### src/rtl/maze_gen_ctrl.sv
// maze_gen_ctrl: run sequencer for a single mazegen instance.
// Owns that instance's seed and reset, waits for generation with a timeout,
// then snapshots the finished maze and streams it out one row per handshake.
//
// state    | meaning
// ---------+------------------------------------------------------------
// S_IDLE   | waiting for start; all run outputs quiet
// S_RESET  | gen_rst held high for RST_CYCLES cycles, seed already latched
// S_GEN    | counting cycles, waiting for gen_done or timeout
// S_STREAM | presenting snapshot rows on the valid/ready interface
module maze_gen_ctrl #(
    parameter int SIZE       = 8,
    parameter int N          = $clog2(SIZE),
    parameter int RST_CYCLES = 2,
    parameter int TIMEOUT    = 20000,
    parameter int CW         = 16
) (
    input  logic                   clk,
    input  logic                   rst,
    input  logic                   start,
    input  logic                   abort,
    input  logic [15:0]            seed_in,
    output logic                   gen_rst,
    output logic [15:0]            gen_seed,
    input  logic                   gen_done,
    input  logic [SIZE*SIZE-1:0]   gen_maze,
    output logic [SIZE-1:0]        row_data,
    output logic [N-1:0]           row_idx,
    output logic                   row_valid,
    input  logic                   row_ready,
    output logic                   row_last,
    output logic                   busy,
    output logic                   done,
    output logic                   err,
    output logic [CW-1:0]          gen_cycles
);

    typedef enum logic [1:0] {
        S_IDLE   = 2'd0,
        S_RESET  = 2'd1,
        S_GEN    = 2'd2,
        S_STREAM = 2'd3
    } state_t;

    localparam int             RW       = $clog2(RST_CYCLES + 1);
    localparam logic [RW-1:0]  RST_LAST = RW'(RST_CYCLES - 1);
    localparam logic [CW-1:0]  TO_LAST  = CW'(TIMEOUT - 1);
    localparam logic [N-1:0]   IDX_LAST = N'(SIZE - 1);

    state_t                 state_q, state_d;
    logic [RW-1:0]          rcnt_q, rcnt_d;
    logic [CW-1:0]          cnt_q, cnt_d;
    logic [SIZE*SIZE-1:0]   snap_q, snap_d;
    logic [15:0]            seed_q, seed_d;
    logic                   gen_rst_q, gen_rst_d;
    logic [SIZE-1:0]        row_data_q, row_data_d;
    logic [N-1:0]           row_idx_q, row_idx_d;
    logic                   row_valid_q, row_valid_d;
    logic                   row_last_q, row_last_d;
    logic                   busy_q, busy_d;
    logic                   done_q, done_d;
    logic                   err_q, err_d;
    logic [CW-1:0]          gcyc_q, gcyc_d;
    logic [N-1:0]           nxt_idx;

    // Next-state and registered-output decisions; abort overrides everything.
    always_comb begin
        state_d     = state_q;
        rcnt_d      = rcnt_q;
        cnt_d       = cnt_q;
        snap_d      = snap_q;
        seed_d      = seed_q;
        gen_rst_d   = gen_rst_q;
        row_data_d  = row_data_q;
        row_idx_d   = row_idx_q;
        row_valid_d = row_valid_q;
        row_last_d  = row_last_q;
        gcyc_d      = gcyc_q;
        done_d      = 1'b0;
        err_d       = 1'b0;
        nxt_idx     = row_idx_q + 1'b1;

        case (state_q)
            S_IDLE: begin
                if (start && !abort) begin
                    state_d   = S_RESET;
                    seed_d    = seed_in;
                    gen_rst_d = 1'b1;
                    rcnt_d    = RST_LAST;
                end
            end
            S_RESET: begin
                if (rcnt_q == '0) begin
                    state_d   = S_GEN;
                    gen_rst_d = 1'b0;
                    cnt_d     = '0;
                end else begin
                    rcnt_d = rcnt_q - 1'b1;
                end
            end
            S_GEN: begin
                // cnt_q == 0 is the first GEN cycle; a done seen there may
                // predate the reset, so it is not trusted.
                if (gen_done && (cnt_q != '0)) begin
                    state_d     = S_STREAM;
                    snap_d      = gen_maze;
                    gcyc_d      = cnt_q;
                    row_valid_d = 1'b1;
                    row_idx_d   = '0;
                    row_data_d  = gen_maze[SIZE-1:0];
                    row_last_d  = (SIZE == 1);
                end else if (cnt_q == TO_LAST) begin
                    state_d = S_IDLE;
                    err_d   = 1'b1;
                end else if (cnt_q != '1) begin
                    cnt_d = cnt_q + 1'b1;
                end
            end
            S_STREAM: begin
                if (row_valid_q && row_ready) begin
                    if (row_last_q) begin
                        state_d     = S_IDLE;
                        row_valid_d = 1'b0;
                        row_last_d  = 1'b0;
                        row_idx_d   = '0;
                        row_data_d  = '0;
                        done_d      = 1'b1;
                    end else begin
                        row_idx_d  = nxt_idx;
                        row_data_d = snap_q[int'(nxt_idx)*SIZE +: SIZE];
                        row_last_d = (nxt_idx == IDX_LAST);
                    end
                end
            end
            default: state_d = S_IDLE;
        endcase

        if (abort && (state_q != S_IDLE)) begin
            state_d     = S_IDLE;
            gen_rst_d   = 1'b0;
            row_valid_d = 1'b0;
            row_last_d  = 1'b0;
            row_idx_d   = '0;
            row_data_d  = '0;
            done_d      = 1'b0;
            err_d       = 1'b0;
        end

        busy_d = (state_d != S_IDLE);
    end

    // State and output registers with asynchronous active-low clear.
    always_ff @(posedge clk or negedge rst) begin
        if (!rst) begin
            state_q     <= S_IDLE;
            rcnt_q      <= '0;
            cnt_q       <= '0;
            snap_q      <= '0;
            seed_q      <= '0;
            gen_rst_q   <= 1'b0;
            row_data_q  <= '0;
            row_idx_q   <= '0;
            row_valid_q <= 1'b0;
            row_last_q  <= 1'b0;
            busy_q      <= 1'b0;
            done_q      <= 1'b0;
            err_q       <= 1'b0;
            gcyc_q      <= '0;
        end else begin
            state_q     <= state_d;
            rcnt_q      <= rcnt_d;
            cnt_q       <= cnt_d;
            snap_q      <= snap_d;
            seed_q      <= seed_d;
            gen_rst_q   <= gen_rst_d;
            row_data_q  <= row_data_d;
            row_idx_q   <= row_idx_d;
            row_valid_q <= row_valid_d;
            row_last_q  <= row_last_d;
            busy_q      <= busy_d;
            done_q      <= done_d;
            err_q       <= err_d;
            gcyc_q      <= gcyc_d;
        end
    end

    assign gen_rst    = gen_rst_q;
    assign gen_seed   = seed_q;
    assign row_data   = row_data_q;
    assign row_idx    = row_idx_q;
    assign row_valid  = row_valid_q;
    assign row_last   = row_last_q;
    assign busy       = busy_q;
    assign done       = done_q;
    assign err        = err_q;
    assign gen_cycles = gcyc_q;

endmodule

### config.mk
export PLATFORM = sky130hd
export DESIGN_NAME = maze_gen_ctrl
export DESIGN_NICKNAME = d
export VERILOG_FILES = /design/src/rtl/maze_gen_ctrl.sv
export SDC_FILE = /design/constraint.sdc
export NUM_CORES = 1
export LEC_CHECK = 0
export CORE_MARGIN = 2
export CORE_UTILIZATION = 45
export CTS_BUF_LIST = sky130_fd_sc_hd__clkbuf_8
export DETAILED_ROUTE_END_ITERATION = 8
export PLACE_DENSITY_LB_ADDON = 0.25
export SYNTH_ARGS = -nofsm -noshare
export SYNTH_HDL_FRONTEND = slang
export SYNTH_SLANG_ARGS = --single-unit
### constraint.sdc
create_clock -name clk -period 3.01 [get_ports clk]
set_input_delay 0.7525 -clock clk [delete_from_list [all_inputs] [get_ports clk]]
set_output_delay 0.7525 -clock clk [all_outputs]
set_load 0.01 [all_outputs]
# == Word-level counts from Yosys, hierarchy flattened ==
# Cells that the tools add are included.
# word_totals
reg_bits,133
out_inout_bits,49
elab_cells,104
# op_classes
addsub,3
n_eq_ne,17
shift,1
muxes,48
reduce_logical,21
# ops
op,count
two-way mux 16 bit,4
variable part select 64 x 7 -> 8 bit,1
two-way mux 8 bit,4
one-hot mux 16 bit (2 select lines),1
two-way mux 1 bit,19
two-way mux 2 bit,9
adder 16 x 1 -> 16 bit (second input constant),1
== test 16 x 15 -> 1 bit (second input constant),1
inequality test 16 bit (second input constant),1
one-hot mux 8 bit (2 select lines),1
nonzero test 16 bit,1
inequality test 3 bit (second input constant),5
two-way mux 3 bit,4
inequality test 2 bit (second input constant),6
AND reduction 3 bit,3
one-hot mux 2 bit (4 select lines),1
nonzero test 2 bit,4
one-hot mux 1 bit (2 select lines),3
one-hot mux 3 bit (2 select lines),1
nonzero test 3 bit,2
AND reduction 5 bit,1
== test 2 bit (second input constant),2
logical AND 1 bit,4
logical NOT 2 bit,2
other kinds (8),9

# == Depth between registers and ports, before layout ==
# logic_depth
word_depth,6
depth_mapped,10

# == Worst setup path before layout ==
# Ideal clock, no wire load.
# synth_timing
kind,register to register
start,"register row_idx_q[0], in the netlist row_idx[0]"
end,"register row_data_q[0], in the netlist row_data[0]"
setup_time_ns,0.122
t_arrival_ns,2.551
path_slack_ns,0.336
path_stages_with_launch,11
path_buffers,4
period_less_slack_ns,2.674
cell_sequence,dfrtp_1 buf_2 buf_4 inv_1 ha_1 buf_2 clkbuf_1 mux4_2 mux2_2 a22oi_1 o2bb2ai_1
# synth_via
elab_chain_len,6
# synth_lines
element,line_no,source
from (decl),57,"logic [N-1:0] row_idx_q, row_idx_d;"
from (signal assigned),177,row_idx_q <= row_idx_d;
adder 3 x 1 -> 3 bit,81,nxt_idx = row_idx_q + 1'b1;
variable part select 64 x 7 -> 8 bit,130,row_data_d = snap_q[int'(nxt_idx)*SIZE +: SIZE];
two-way mux 8 bit,121,if (row_last_q) begin
two-way mux 8 bit,120,if (row_valid_q && row_ready) begin
one-hot mux 8 bit (2 select lines),83,case (state_q)
two-way mux 8 bit,138,if (abort && (state_q != S_IDLE)) begin
to (signal assigned),176,row_data_q <= row_data_d;
to (decl),56,"logic [SIZE-1:0] row_data_q, row_data_d;"
# No other way between the ends. The select of a mux whose other input is x is not followed.
# A chain may end at the register's enable or synchronous reset.

# == Worst setup path after layout ==
# layout_timing
start,"register row_idx_q[0], in the netlist row_idx[0]"
end,output port row_idx[0]
# layout_rtl
element,line_no,source
to (decl),28,"output logic [N-1:0] row_idx,"
# No word-level cell between the ends.

==> reports/metrics.csv <==
metric,value,unit
beginning of the critical path,row_idx[0],
status,"complete, no violations",
RSZ-0062 raised after global routing,false,
Post-Syn Instances,630,
Hold Fails Final Rpt,0,
layout cell share with drive strength beyond 1,12.1,%
ys flop type,dfrtp_1,
Core Footprint,13800,um2
Pwr Total,5.87,mW
Synth Cell Area,6280,um2
cts repair resizes,0,
Layout area overhead,29.6,%
Post-synth EDFFs,0,
largest net degree at the start of global routing,53,
"Req. time, crit path",2.26,ns
Leak,3.81,nW
Max Clk Rate,409,MHz
Mapped Avg Cell Area,9.97,um2
ant diodes,0,
CP endpoint kind,primary output,
Startpoint Class,register,
R2R cell count,7,
"CTS clk-pin slew, worst paths",0.07,ns
# hold bufs at CTS,0,
final cell count without fillers,951,
Final ANT Viol Nets,0,
Initial Utilization,45.6,%
row count,43,
"reg-to-reg slack, setup",0.77,ns
Die Y,122,um
total of flip-flops plus latches after synthesis,133,
full die area,14900,um2
final core utilization,59.1,%
"leading cell type in the layout, fill and taps excluded",nand2_1,
R2R Path Start,cnt_q[0],
asr flop ratio synth,100,%
setup bufs post-CTS,0,
Worst Clk Skew,0.0104,ns
"Seq/Total Area, Yosys",53.0,%
I/O Buffers,134,
placed wire-length estimate,10500,um
Fin Setup TNS,0,ns
syn nets,721,
Final Max Slew Viols,0,
Final WS setup,0.563,ns
PD cells,722,nW/um2
GR Overflow Total,0,
Min-Delay Path Class,in2async,
vias,5072,
die width,122,um
Slew @ Worst Pin,1.01,ns
Vias/cell,5.33,
final WL,15100,um
clock buffer depth,2,
crit-path max FO,13,
Setup WS pre-CTS,0.529,ns
worst skew pair latency,0.44,ns
Placer Congestion,0.897,
CTS Buf Count,17,
number of global-route vias before repair,4995,
Post-route DRC,0,
CTS tree,yes,
WL per Instance,15.9,um
RR Endpoint,row_idx[0],
htree depth,4,
Ports,135,
first-pass GRT wire length,24800,um
worst vdd ir,355,uV
period utilisation layout,81.3,%
"commonest cells after routing, fill and taps aside","260 x nand2_1, 133 x dfrtp_1, 133 x clkdlybuf4s50_1",
"Arr. time, crit path",1.69,ns
max_slew headroom,32.7,%
Final setup viols,0,
Crit Path Category,reg2out,
synth warn,0,
placed insts,920,
Root Driver,clkbuf_8,
Initial DRC Count,369,
max cap viols,0,
post-layout min period,2.45,ns
initial antenna violation count,0,
Nets,850,
Global Route Usage Sum,21.4,%
first drt pass iteration count,5,
"Distinct cells, synth",53,
Worst Setup EP,row_idx[0],
clk sinks,133,
worst max-delay path, stage by stage (launching register included):
cell	delay, ns
dfrtp_1	0.37
buf_4	0.29
clkdlybuf4s50_1	0.59
power by group:
group	internal, mW	switching, mW	leakage [nW]
registers	2.43	0.404	1.75
logic	0.936	0.794	1.88
clock network	0.650	0.660	0.185
metrics by stage:
stage | instance area (um2) | hold WS, ns
global placement | 7790 | 0.452
CTS | 8140 | 0.309
global route | 8140 | 0.330
finish | 8140 | 0.314
detailed placement | 7790 | 0.457
floorplan | 6280 | 0.440
state kept, by name, summed over array words and instances, names as in the netlist:
register,flops
done,1
gen_seed,16
row_idx,3
gen_cycles,16
state_q,2
err,1
snap_q,64
row_last,1
rcnt_q,2
busy,1
gen_rst,1
cnt_q,16
row_data,8
row_valid,1
logic make-up (layout without fill, tap and decap cells):
| kind of cell | Yosys count | count (layout) | synth area share (%) |
|---|---|---|---|
| flip-flops | 133 | 133 | 53.0 |
| AND/OR/NAND/NOR | 341 | 341 | 24.0 |
| XOR/XNOR | 1 | 1 | 0.139 |
| adder cells (fa/ha/maj) | 5 | 5 | 0.996 |
| buffers and inverters | 48 | 189 | 3.65 |
| multiplexers | 54 | 54 | 12.3 |
| AO/OA/AOI/OAI | 48 | 48 | 5.88 |
synth_stat cells, types with 3 or more instances:
master / number / area share [%]
a22oi_1: 8 / 0.96
nor2b_1: 3 / 0.30
and4_1: 5 / 0.70
o31ai_1: 3 / 0.36
nand4_1: 11 / 1.1
buf_2: 18 / 1.4
o21ai_0: 8 / 0.64
dfrtp_1: 133 / 53
clkbuf_1: 11 / 0.66
nand2_1: 261 / 16
mux4_2: 16 / 5.7
o2bb2ai_1: 8 / 1.1
nand3_1: 7 / 0.56
mux2i_1: 13 / 2.1
nor3_1: 5 / 0.40
nor4_1: 15 / 1.5
nor2_1: 4 / 0.24
ha_1: 5 / 1.0
inv_1: 12 / 0.72
mux2_2: 25 / 4.5
buf_4: 3 / 0.36
or3_1: 4 / 0.40
and3_1: 4 / 0.40
nand2b_1: 11 / 1.1
a21oi_1: 4 / 0.32
layout make-up:
cell class	instances	area [um2]
inverters	12	45.0
repair buffers	146	1470
flip-flops and latches	133	3330
well taps	180	225
multi-input cells	449	2730
clock inverters	13	96.3
clock buffers	18	248
fillers	1224	5630
how the worst min path moves through the flow:
stage	endpoint	slack [ns]	depth (start not counted)
floorplan	snap_q[10]	0.44	2
global placement	snap_q[32]	0.45	2
detailed placement	snap_q[42]	0.46	2
CTS	snap_q[62]	0.31	1
global route	snap_q[62]	0.33	1
finish	snap_q[62]	0.31	1
layer usage:
layer | global-route usage [%] | vias to the layer above | share of wire [%] | wire [um]
li1 | - | 2404 | - | -
met3 | 6.23 | 19 | 7.4 | 1120
met5 | 0 | - | 0 | 0
met4 | 6.18 | 0 | 1.3 | 204
met2 | 34.0 | 202 | 48 | 7280
met1 | 28.8 | 2447 | 43 | 6540
Power figures use the tool's default switching activity.
